$ cat config.mk
export PLATFORM = sky130hd
export DESIGN_NAME = pim_req_scheduler
export DESIGN_NICKNAME = d
export VERILOG_FILES = /design/src/rtl/pim_sched_pkg.sv /design/src/rtl/pim_req_fifo.sv /design/src/rtl/pim_req_scheduler.sv
export SDC_FILE = /design/constraint.sdc
export NUM_CORES = 1
export LEC_CHECK = 0
export ABC_CLOCK_PERIOD_IN_PS = 3300
export BUFFER_PORTS_ARGS = -buffer_cell sky130_fd_sc_hd__buf_2
export CAP_MARGIN = 30
export CORE_UTILIZATION = 30
export DETAILED_ROUTE_END_ITERATION = 10
export GPL_ROUTABILITY_DRIVEN = 0
export PLACE_DENSITY = 0.5
export SLEW_MARGIN = 25
export SYNTH_ARGS = -nofsm -noshare
export SYNTH_HDL_FRONTEND = slang
export SYNTH_HIERARCHICAL = 1
export SYNTH_SLANG_ARGS = --single-unit
$ cat constraint.sdc
create_clock -name clk -period 3.3 [get_ports clk]
set_input_delay 0.33 -clock clk [delete_from_list [all_inputs] [get_ports clk]]
set_output_delay 0.33 -clock clk [all_outputs]
set_load 0.01 [all_outputs]
$ cat src/rtl/pim_sched_pkg.sv
// Shared constants and types for the PIM request scheduler: instruction width,
// opcode map and the arbitration mode encoding.
package pim_sched_pkg;

  localparam int REQ_W = 25;

  typedef enum logic [2:0] {
    OP_LD   = 3'd0,
    OP_ST   = 3'd1,
    OP_LDPU = 3'd2,
    OP_STPU = 3'd3,
    OP_LDST = 3'd4,
    OP_PRE  = 3'd5,
    OP_MAC  = 3'd6,
    OP_POOL = 3'd7
  } opcode_e;

  typedef enum logic {
    READ        = 1'b0,
    WRITE_DRAIN = 1'b1
  } mode_e;

  // Which queue, if any, feeds the output register this cycle.
  typedef enum logic [1:0] {
    SEL_NONE = 2'd0,
    SEL_RD   = 2'd1,
    SEL_WR   = 2'd2
  } sel_e;

endpackage

$ cat src/rtl/pim_req_fifo.sv
// Synchronous FIFO with power-of-two depth; pointers wrap naturally and occupancy
// is held in a separate counter so full and empty are never ambiguous.
module pim_req_fifo #(
  parameter int DEPTH = 4,
  parameter int WIDTH = 25,
  localparam int PTR_W = $clog2(DEPTH),
  localparam int CNT_W = $clog2(DEPTH) + 1
) (
  input  logic             clk,
  input  logic             reset,
  input  logic             push,
  input  logic [WIDTH-1:0] push_data,
  input  logic             pop,
  output logic [WIDTH-1:0] pop_data,
  output logic [CNT_W-1:0] count,
  output logic             full,
  output logic             empty
);

  logic [WIDTH-1:0] mem [DEPTH];
  logic [PTR_W-1:0] wr_ptr;
  logic [PTR_W-1:0] rd_ptr;
  logic             do_push;
  logic             do_pop;

  assign full     = (count == CNT_W'(DEPTH));
  assign empty    = (count == '0);
  assign do_push  = push && !full;
  assign do_pop   = pop && !empty;
  assign pop_data = mem[rd_ptr];

  // NOTE: storage is not reset; pointers and count define validity, and a reset
  // on the array would turn it into flops with a large reset fan-out.
  always_ff @(posedge clk) begin
    if (do_push) mem[wr_ptr] <= push_data;
  end

  // NOTE: state registers use non-blocking assignments so every flop samples
  // pre-edge values regardless of statement or process order.
  always_ff @(posedge clk or posedge reset) begin
    if (reset) begin
      wr_ptr <= '0;
      rd_ptr <= '0;
      count  <= '0;
    end else begin
      if (do_push) wr_ptr <= wr_ptr + PTR_W'(1);
      if (do_pop)  rd_ptr <= rd_ptr + PTR_W'(1);
      if (do_push && !do_pop)      count <= count + CNT_W'(1);
      else if (do_pop && !do_push) count <= count - CNT_W'(1);
    end
  end

endmodule

$ cat src/rtl/pim_req_scheduler.sv
// Read/write request scheduler: two FIFO queues, read-priority arbitration with
// watermark and starvation-driven write drain, and a registered valid/ready output.
module pim_req_scheduler #(
  parameter int REQ_W      = pim_sched_pkg::REQ_W,
  parameter int DEPTH      = 4,
  parameter int WR_HIGH    = 3,
  parameter int STARVE_MAX = 8,
  localparam int CNT_W     = $clog2(DEPTH) + 1
) (
  input  logic             clk,
  input  logic             reset,
  input  logic             req_valid,
  input  logic             req_is_rd,
  input  logic [REQ_W-1:0] req_data,
  output logic             req_ready,
  output logic             ins_valid,
  input  logic             ins_ready,
  output logic [REQ_W-1:0] ins_data,
  output logic             ins_is_rd,
  output logic [CNT_W-1:0] rd_count,
  output logic [CNT_W-1:0] wr_count
);

  import pim_sched_pkg::*;

  localparam int ST_W = $clog2(STARVE_MAX + 1);
  localparam logic [CNT_W-1:0] WR_HIGH_C    = CNT_W'(WR_HIGH);
  localparam logic [ST_W-1:0]  STARVE_MAX_C = ST_W'(STARVE_MAX);

  mode_e            mode, mode_d;
  sel_e             sel;
  logic [ST_W-1:0]  starve_cnt;
  logic             rd_full, rd_empty, wr_full, wr_empty;
  logic [REQ_W-1:0] rd_data, wr_data;
  logic             push_rd, push_wr, pop_rd, pop_wr;
  logic             load_opp, force_drain;

  // Readiness depends only on the target queue's own fullness, never on a same-cycle pop.
  assign req_ready = req_is_rd ? !rd_full : !wr_full;
  assign push_rd   = req_valid && req_ready && req_is_rd;
  assign push_wr   = req_valid && req_ready && !req_is_rd;
  assign pop_rd    = (sel == SEL_RD);
  assign pop_wr    = (sel == SEL_WR);

  pim_req_fifo #(.DEPTH(DEPTH), .WIDTH(REQ_W)) u_rd_fifo (
    .clk       (clk),
    .reset     (reset),
    .push      (push_rd),
    .push_data (req_data),
    .pop       (pop_rd),
    .pop_data  (rd_data),
    .count     (rd_count),
    .full      (rd_full),
    .empty     (rd_empty)
  );

  pim_req_fifo #(.DEPTH(DEPTH), .WIDTH(REQ_W)) u_wr_fifo (
    .clk       (clk),
    .reset     (reset),
    .push      (push_wr),
    .push_data (req_data),
    .pop       (pop_wr),
    .pop_data  (wr_data),
    .count     (wr_count),
    .full      (wr_full),
    .empty     (wr_empty)
  );

  assign load_opp    = !ins_valid || ins_ready;
  assign force_drain = (wr_count >= WR_HIGH_C) || ((starve_cnt == STARVE_MAX_C) && !wr_empty);

  // NOTE: every output of this block is given a default first so no path
  // through the case leaves a signal unassigned and infers a latch.
  always_comb begin
    mode_d = mode;
    sel    = SEL_NONE;
    unique case (mode)
      READ: begin
        if (load_opp) begin
          if (force_drain) begin
            sel    = SEL_WR;
            mode_d = WRITE_DRAIN;
          end else if (!rd_empty) begin
            sel = SEL_RD;
          end else if (!wr_empty) begin
            sel = SEL_WR;
          end
        end
      end
      WRITE_DRAIN: begin
        if (!wr_empty) begin
          if (load_opp) sel = SEL_WR;
        end else begin
          // Drain finished: fall back to read service without a bubble.
          mode_d = READ;
          if (load_opp && !rd_empty) sel = SEL_RD;
        end
      end
      default: mode_d = READ;
    endcase
  end

  always_ff @(posedge clk or posedge reset) begin
    if (reset) mode <= READ;
    else       mode <= mode_d;
  end

  always_ff @(posedge clk or posedge reset) begin
    if (reset) begin
      starve_cnt <= '0;
    end else if (pop_wr || wr_empty) begin
      starve_cnt <= '0;
    end else if (pop_rd && (starve_cnt != STARVE_MAX_C)) begin
      starve_cnt <= starve_cnt + ST_W'(1);
    end
  end

  always_ff @(posedge clk or posedge reset) begin
    if (reset) begin
      ins_valid <= 1'b0;
      ins_data  <= '0;
      ins_is_rd <= 1'b0;
    end else if (sel != SEL_NONE) begin
      ins_valid <= 1'b1;
      ins_data  <= pop_rd ? rd_data : wr_data;
      ins_is_rd <= pop_rd;
    end else if (ins_ready) begin
      ins_valid <= 1'b0;
    end
  end

endmodule

# Word-level counts from Yosys, hierarchy flattened
# Memories as Yosys holds them, arrays and structs flattened.
# Cells that the tools add are included.
classes:
  add_sub_neg: 9
  mul: 0
  div_mod_pow: 0
  n_lt_le_gt_ge: 1
  n_eq_ne: 6
  n_shift: 0
  muxes: 26
  n_bitwise: 1
  reduce_logical: 34
ops:
  columns: ["operator", "n"]
  rows:
  - ["$mux W25", 1]
  - ["$logic_and A1 B1 Y1", 14]
  - ["$mux W2", 6]
  - ["$mux W3", 4]
  - ["$mux W1", 11]
  - ["$logic_not A1 Y1", 10]
  - ["$reduce_bool A2 Y1", 5]
  - ["$add A2 B1 Y2 const B", 4]
  - ["$mux W4", 2]
  - ["$add A3 B1 Y3 const B", 2]
  - ["$eq A3 B3 Y1 const B", 2]
  - ["$logic_not A3 Y1", 2]
  - ["$sub A3 B1 Y3 const B", 2]
  - ["$add A4 B1 Y4 const B", 1]
  - ["$eq A4 B4 Y1 const B", 1]
  - ["$ne A4 B4 Y1 const B", 1]
  - ["$pmux W2 S2", 1]
  - ["$ge A3 B2 Y1 const B", 1]
  - ["$logic_or A1 B1 Y1", 3]
  - ["$eq A2 B1 Y1 const B", 1]
  - ["$eq A2 B2 Y1 const B", 1]
  - ["$pmux W1 S2", 1]
  - ["$not A1 Y1", 1]
totals:
  reg_bits: 46
  latchBits: 0
  ram_bits: 200
  mem_bits_ro: 0
  in_bits: 30
  output_inout_bits: 34
  wordCells: 90
  n_memories: 2
memory_table:
  columns: ["name", "depth", "width", "read_ports", "rd_clocked_by_memory_dff", "write_ports", "line_no", "source"]
  rows:
  - ["u_rd_fifo.mem", 4, 25, 1, 0, 1, "pim_req_fifo.sv:20", "logic [WIDTH-1:0] mem [DEPTH];"]
  - ["u_wr_fifo.mem", 4, 25, 1, 0, 1, "pim_req_fifo.sv:20", null]

# Depth between registers and ports, before layout
depth:
  depth_word: 12
  mapped_depth: 14
  ltp_nobuf: 12

# Hierarchy
# The synthesis kept the hierarchy.
modules_own_cells:
  columns: ["mod", "instances", "cells_each", "area_per_inst_um2", "seq_area_each_um2"]
  rows:
  - ["pim_req_fifo", 2, 167, 4087.7, 3178.0]
  - ["pim_req_scheduler", 1, 140, 1656.6, 800.8]

# Least setup slack after synthesis
# OpenSTA, ideal clock, no wires.
synth_path:
  path_type: "reg2reg"
  start: "register u_wr_fifo.count[0]"
  end: "register u_wr_fifo.count[2]"
  setup_time_ns: 0.079
  t_arrival_ns: 2.697
  t_required_ns: 3.221
  path_slack_ns: 0.524
  stages_incl_launch_ff: 13
  n_path_buf: 2
  synth_period_minus_slack_ns: 2.776
  path_cell_list: "dfrtp_1 nor3_1 a21oi_2 o21a_1 buf_6 buf_8 nand2b_1 ha_1 inv_1 fa_1 xor2_1 nor2_1 xor2_1"
synth_via:
  elab_chain_cells: 12
  word_cells_on_any_way: 28
  classes_between: "add/sub (2); order compare (1); eq/ne (2); mux (9); reduce/logical (14)"
synth_lines:
  columns: ["item", "line_no", "source"]
  rows:
  - ["from (decl)", "pim_req_fifo.sv:15", "output logic [CNT_W-1:0] count,"]
  - ["from (signal assigned)", "pim_req_fifo.sv:48", "if (do_push && !do_pop) count <= count + CNT_W'(1);"]
  - ["from (signal assigned)", "pim_req_fifo.sv:49", "else if (do_pop && !do_push) count <= count - CNT_W'(1);"]
  - ["$logic_not A3 Y1 *", "pim_req_fifo.sv:27", "assign empty = (count == '0);"]
  - ["via wr_empty", "pim_req_scheduler.sv:33", "logic rd_full, rd_empty, wr_full, wr_empty;"]
  - ["$logic_not A1 Y1", "pim_req_scheduler.sv:70", "assign force_drain = (wr_count >= WR_HIGH_C) || ((starve_cnt == STARVE_MAX_C) && !wr_empty);"]
  - ["$logic_and A1 B1 Y1", "pim_req_scheduler.sv:70", null]
  - ["$logic_or A1 B1 Y1", "pim_req_scheduler.sv:70", null]
  - ["$mux W2", "pim_req_scheduler.sv:80", "if (force_drain) begin"]
  - ["$mux W2", "pim_req_scheduler.sv:79", "if (load_opp) begin"]
  - ["$pmux W2 S2 *", "pim_req_scheduler.sv:77", "unique case (mode)"]
  - ["$eq A2 B2 Y1 *", "pim_req_scheduler.sv:43", "assign pop_wr = (sel == SEL_WR);"]
  - ["via pop_wr", "pim_req_scheduler.sv:35", "logic push_rd, push_wr, pop_rd, pop_wr;"]
  - ["$logic_and A1 B1 Y1 *", "pim_req_fifo.sv:29", "assign do_pop = pop && !empty;"]
  - ["$logic_not A1 Y1", "pim_req_fifo.sv:48", null]
  - ["$logic_and A1 B1 Y1", "pim_req_fifo.sv:48", null]
  - ["$mux W3 / $reduce_bool A2 Y1 (equally long branches)", null, null]
# Mark *: on every way through the listed nets, which the timed path passes. The rest lies on a longest branch. The select of a mux whose other input is x is not followed.
# A chain may end at the register's enable or synchronous reset.

# Final worst setup path
layout_path:
  start: "register u_rd_fifo.count[0]"
  end: "register u_wr_fifo.count[1]"
layout_via:
  elab_chain_cells: 11
  word_cells_on_any_way: 23
  classes_between: "eq/ne (2); mux (8); reduce/logical (13)"
layout_lines:
  columns: ["item", "line_no", "source"]
  rows:
  - ["from (decl)", "pim_req_fifo.sv:15", null]
  - ["from (signal assigned)", "pim_req_fifo.sv:48", null]
  - ["from (signal assigned)", "pim_req_fifo.sv:49", null]
  - ["$logic_not A3 Y1 *", "pim_req_fifo.sv:27", null]
  - ["via rd_empty", "pim_req_scheduler.sv:33", null]
  - ["$logic_not A1 Y1", "pim_req_scheduler.sv:96", "if (load_opp && !rd_empty) sel = SEL_RD;"]
  - ["$logic_and A1 B1 Y1", "pim_req_scheduler.sv:96", null]
  - ["$mux W1", "pim_req_scheduler.sv:96", null]
  - ["$mux W2", "pim_req_scheduler.sv:91", "if (!wr_empty) begin"]
  - ["$pmux W2 S2 *", "pim_req_scheduler.sv:77", null]
  - ["$eq A2 B2 Y1 *", "pim_req_scheduler.sv:43", null]
  - ["$logic_and A1 B1 Y1 *", "pim_req_fifo.sv:29", null]
  - ["$logic_not A1 Y1", "pim_req_fifo.sv:48", null]
  - ["$logic_and A1 B1 Y1", "pim_req_fifo.sv:48", null]
  - ["$mux W3 / $reduce_bool A2 Y1 (equally long branches)", null, null]
# Mark *: on every way through the listed nets, which the timed path passes. The rest lies on a longest branch.

==> results.cfg <==
[run_status]
run_status = completed

[cells_and_area]
drive_above_1_share = 0.294
syn_to_final_growth_pct = 16.2
num-nets-final = 605

[pwr]
seqPwrFrac = 0.422
worst_ir_drop_vdd_uv = 400
leakagePower_nw = 3.97
part_of_the_total_power_dissipated_in_the_clock_network = 0.278
power_switching_share = 0.307
powerDensity_nw_per_um2 = 874
p_int_mw = 6.92
comb_power_frac = 0.300
power.net_switching_mw = 3.06
design_power_total_mw = 9.98

[logic_synthesis]
synth_cell_type_count = 45
post-synth-top-count-cell = sky130_fd_sc_hd__edfxtp_1
syn-num-nets = 518
synth_seq_area_share = 0.728
synthCells = 474
synth_top_cells_by_count = sky130_fd_sc_hd__edfxtp_1 (200), sky130_fd_sc_hd__dfrtp_1 (46), sky130_fd_sc_hd__mux4_2 (36), sky130_fd_sc_hd__nor3b_1 (26), sky130_fd_sc_hd__a221o_1 (23)
ys.warnings.count = 6
synth_top_cell_by_area = sky130_fd_sc_hd__edfxtp_1
synth.top_cell.area_share = 0.611
syn_avg_cell_area_um2 = 20.7
number_of_register_bits_inferred_by_synthesis = 246
netlist_area_um2 = 9830
cells_taking_the_most_area_after_synthesis = sky130_fd_sc_hd__edfxtp_1 (61%), sky130_fd_sc_hd__dfrtp_1 (12%), sky130_fd_sc_hd__mux4_2 (8.2%)
yosys_most_used_dff = sky130_fd_sc_hd__edfxtp_1
async_reset_ff_frac = 0.187
synth-edff-count = 200

[setup_path]
worst_setup_path_end_kind = flip-flop
critical_path.startpoint_type = flip-flop
path_class = flip-flop to flip-flop
required_time_of_the_critical_path_ns = 3.71
arrival_ns = 2.93
setup.reg_to_reg.worst_slack_ns = 0.78
worst_r2r_path_depth = 9
crit_fanout = 5

[die]
io_pins = 64
height_of_the_die_um = 183
floorplan.die_area_um2 = 33500
floorplan.rows = 65
start_util = 0.308
fp.dieW_um = 183
design.core.area_um2 = 31900

[clock_tree]
cts_sinks = 246
clockRootBuffer = sky130_fd_sc_hd__clkbuf_16
clock_edge_transition_at_the_registers_on_the_reported_setup_and_hold_paths_ns = 0.06
cts_tree = yes
cts_max_level = 1
insertion_delay_ns = 0.53
cts_max_path_buffers = 3
cts_buffers = 26

[timing]
timing.max_slew.rel_slack = 0.370
max_freq_mhz = 397
final_min_period_over_clock_period = 0.764
finClkSkew_ns = 0.0112
setup_violations = 0
finalMaxSlewViolations = 0
rsz0062_at_grt = no
tns_ns = 0
finalHoldViolCount = 0
finalCriticalPeriod_ns = 2.52
worst_slew_pin_slew_ns = 0.945

[grt]
antenna_found_initial = 3
maximum_number_of_pins_on_one_net_before_global_route_repair = 34
number_of_global_route_vias_before_repair = 5149
overflow = 0
grt_first_pass_wirelength_um = 32300
overall_fraction_of_global_route_tracks_in_use = 0.130

[drt]
vias = 4829
detail_route.first_pass.iterations = 4
drt-total-wl_um = 21200
number_of_remaining_drc_errors = 0
final_antenna_net_count = 0
initialDrtViolationCount = 336
wire_per_inst_um = 20.8
vias_per_cell = 4.75

[min_path]
timing.hold.worst_path_depth = 1
min-delay-path-class = input port to flip-flop

[placed_design]
buffer_ports.inserted = 63
dpl_wire_length_um = 11800

[job]
max-cap-violations = 0
==> logic make-up after synthesis <==
kind of cell / after synthesis / synth area share
compound gates: 43 / 0.0395
flops: 246 / 0.728
fa+ha+maj: 14 / 0.0193
simple gates: 64 / 0.0444
mux: 55 / 0.126
buf+inv: 40 / 0.0319
xor+xnor: 12 / 0.0107
==> per-layer routing <==
layer | routed length (um) | part of all wire | vias up | GRT usage
met1 | 9520 | 0.45 | 2557 | 0.180
met4 | 448 | 0.021 | 4 | 0.0353
li1 | - | - | 2116 | -
met5 | 29 | 0.0014 | - | 0
met3 | 1070 | 0.051 | 35 | 0.0262
met2 | 10100 | 0.48 | 117 | 0.208
==> placed cells by master (no fill, tap or decap), types with 3 or more instances in the layout <==
cell type                   netlist  routed
sky130_fd_sc_hd__xnor2_1          8       8
sky130_fd_sc_hd__clkbuf_16        0      26
sky130_fd_sc_hd__clkinv_1         0       8
sky130_fd_sc_hd__nand2_1          4       4
sky130_fd_sc_hd__mux4_1          14      14
sky130_fd_sc_hd__nand2b_1         3       3
sky130_fd_sc_hd__a221o_1         23      23
sky130_fd_sc_hd__a21oi_1          4       4
sky130_fd_sc_hd__buf_2           10      63
sky130_fd_sc_hd__nor3b_1         26      26
sky130_fd_sc_hd__buf_4            1      19
sky130_fd_sc_hd__edfxtp_1       200     200
sky130_fd_sc_hd__ha_1            12      12
sky130_fd_sc_hd__o21ai_0          3       3
sky130_fd_sc_hd__clkinv_2         0       4
sky130_fd_sc_hd__inv_1           15      15
sky130_fd_sc_hd__dfrtp_1         46      45
sky130_fd_sc_hd__nor2_1           6       6
sky130_fd_sc_hd__xor2_1           4       4
sky130_fd_sc_hd__mux4_2          36      36
sky130_fd_sc_hd__clkbuf_1         0       5
sky130_fd_sc_hd__and2_1           8       8
==> path summary, 6_finish.rpt <==
| check | start | end |
|---|---|---|
| setup / recovery | u_rd_fifo/count[0]$_DFFE_PP0P_ | u_wr_fifo/count[1]$_DFFE_PP0P_ |
| hold / removal | req_data[5] | u_wr_fifo/mem[2][5]$_DFFE_PP_ |
| setup reg to reg | u_rd_fifo/count[0]$_DFFE_PP0P_ | u_wr_fifo/count[1]$_DFFE_PP0P_ |
| hold reg to reg | ins_data[19]$_DFFE_PP0P_ | ins_data[19]$_DFFE_PP0P_ |
| max in group asynchronous | reset | ins_data[23]$_DFFE_PP0P_ |
| min in group asynchronous | reset | u_wr_fifo/rd_ptr[1]$_DFFE_PP0P_ |
==> registers in the layout, indices dropped and copies added (netlist names) <==
name	count
ins_is_rd	1
u_wr_fifo/rd_ptr	2
u_wr_fifo/count	3
u_rd_fifo/rd_ptr	2
starve_cnt	4
ins_data	25
u_rd_fifo/mem	100
mode	1
ins_valid	1
u_rd_fifo/wr_ptr	2
u_wr_fifo/wr_ptr	2
u_rd_fifo/count	3
u_wr_fifo/mem	100
==> power groups by stage <==
| stage | clock [mW] | combinational [mW] | sequential [mW] |
|---|---|---|---|
| final | 2.77 | 2.99 | 4.22 |
| after detailed placement | 0 | 3.07 | 4.29 |
| after global routing | 2.98 | 3.29 | 4.28 |
| after CTS | 2.85 | 3.08 | 4.23 |
| after global placement | 0 | 3.00 | 4.25 |
| after floorplan | 0 | 2.22 | 4.30 |
==> critical path, cell delays in order, from the launching register on <==
cell and delay (ns):
sky130_fd_sc_hd__dfrtp_1 0.46, sky130_fd_sc_hd__nor3_1 0.47, sky130_fd_sc_hd__nor2_1 0.15, sky130_fd_sc_hd__a21oi_2 0.15
sky130_fd_sc_hd__o21a_1 0.13, sky130_fd_sc_hd__nand2b_1 0.09, sky130_fd_sc_hd__ha_1 0.21, sky130_fd_sc_hd__inv_1 0.07
sky130_fd_sc_hd__fa_1 0.40, sky130_fd_sc_hd__mux2_2 0.27
==> metrics by stage <==
step / util / instance area (um2) / std cells / setup WS (ns) / hold slack, ns
after global routing: 0.358 / 11400 / 1016 / 0.523 / 0.0587
after floorplan: - / 9830 / 474 / 0.524 / 0.133
final: 0.358 / 11400 / 1017 / 0.778 / 0.0719
after detailed placement: 0.332 / 10600 / 967 / 0.787 / 0.307
after global placement: 0.332 / 10600 / 967 / 0.884 / 0.304
after CTS: 0.358 / 11400 / 1016 / 0.780 / 0.0439
==> final cells by class <==
| class | instances | area [um2] |
|---|---|---|
| Antenna cell | 1 | 2.50 |
| Multi-Input combinational cell | 188 | 2360 |
| Clock inverter | 17 | 143 |
| Fill cell | 3012 | 20500 |
| Timing Repair Buffer | 84 | 488 |
| Clock buffer | 31 | 669 |
| Tap cell | 435 | 544 |
| Sequential cell | 246 | 7160 |
| Inverter | 15 | 56.3 |
==> what timing repair did <==
action,CTS,global route
hold endpoints to repair,21,0
buffers inserted,0,0
hold buffers,1,0
resized for setup,0,0
(Power assumes the default switching activity.)
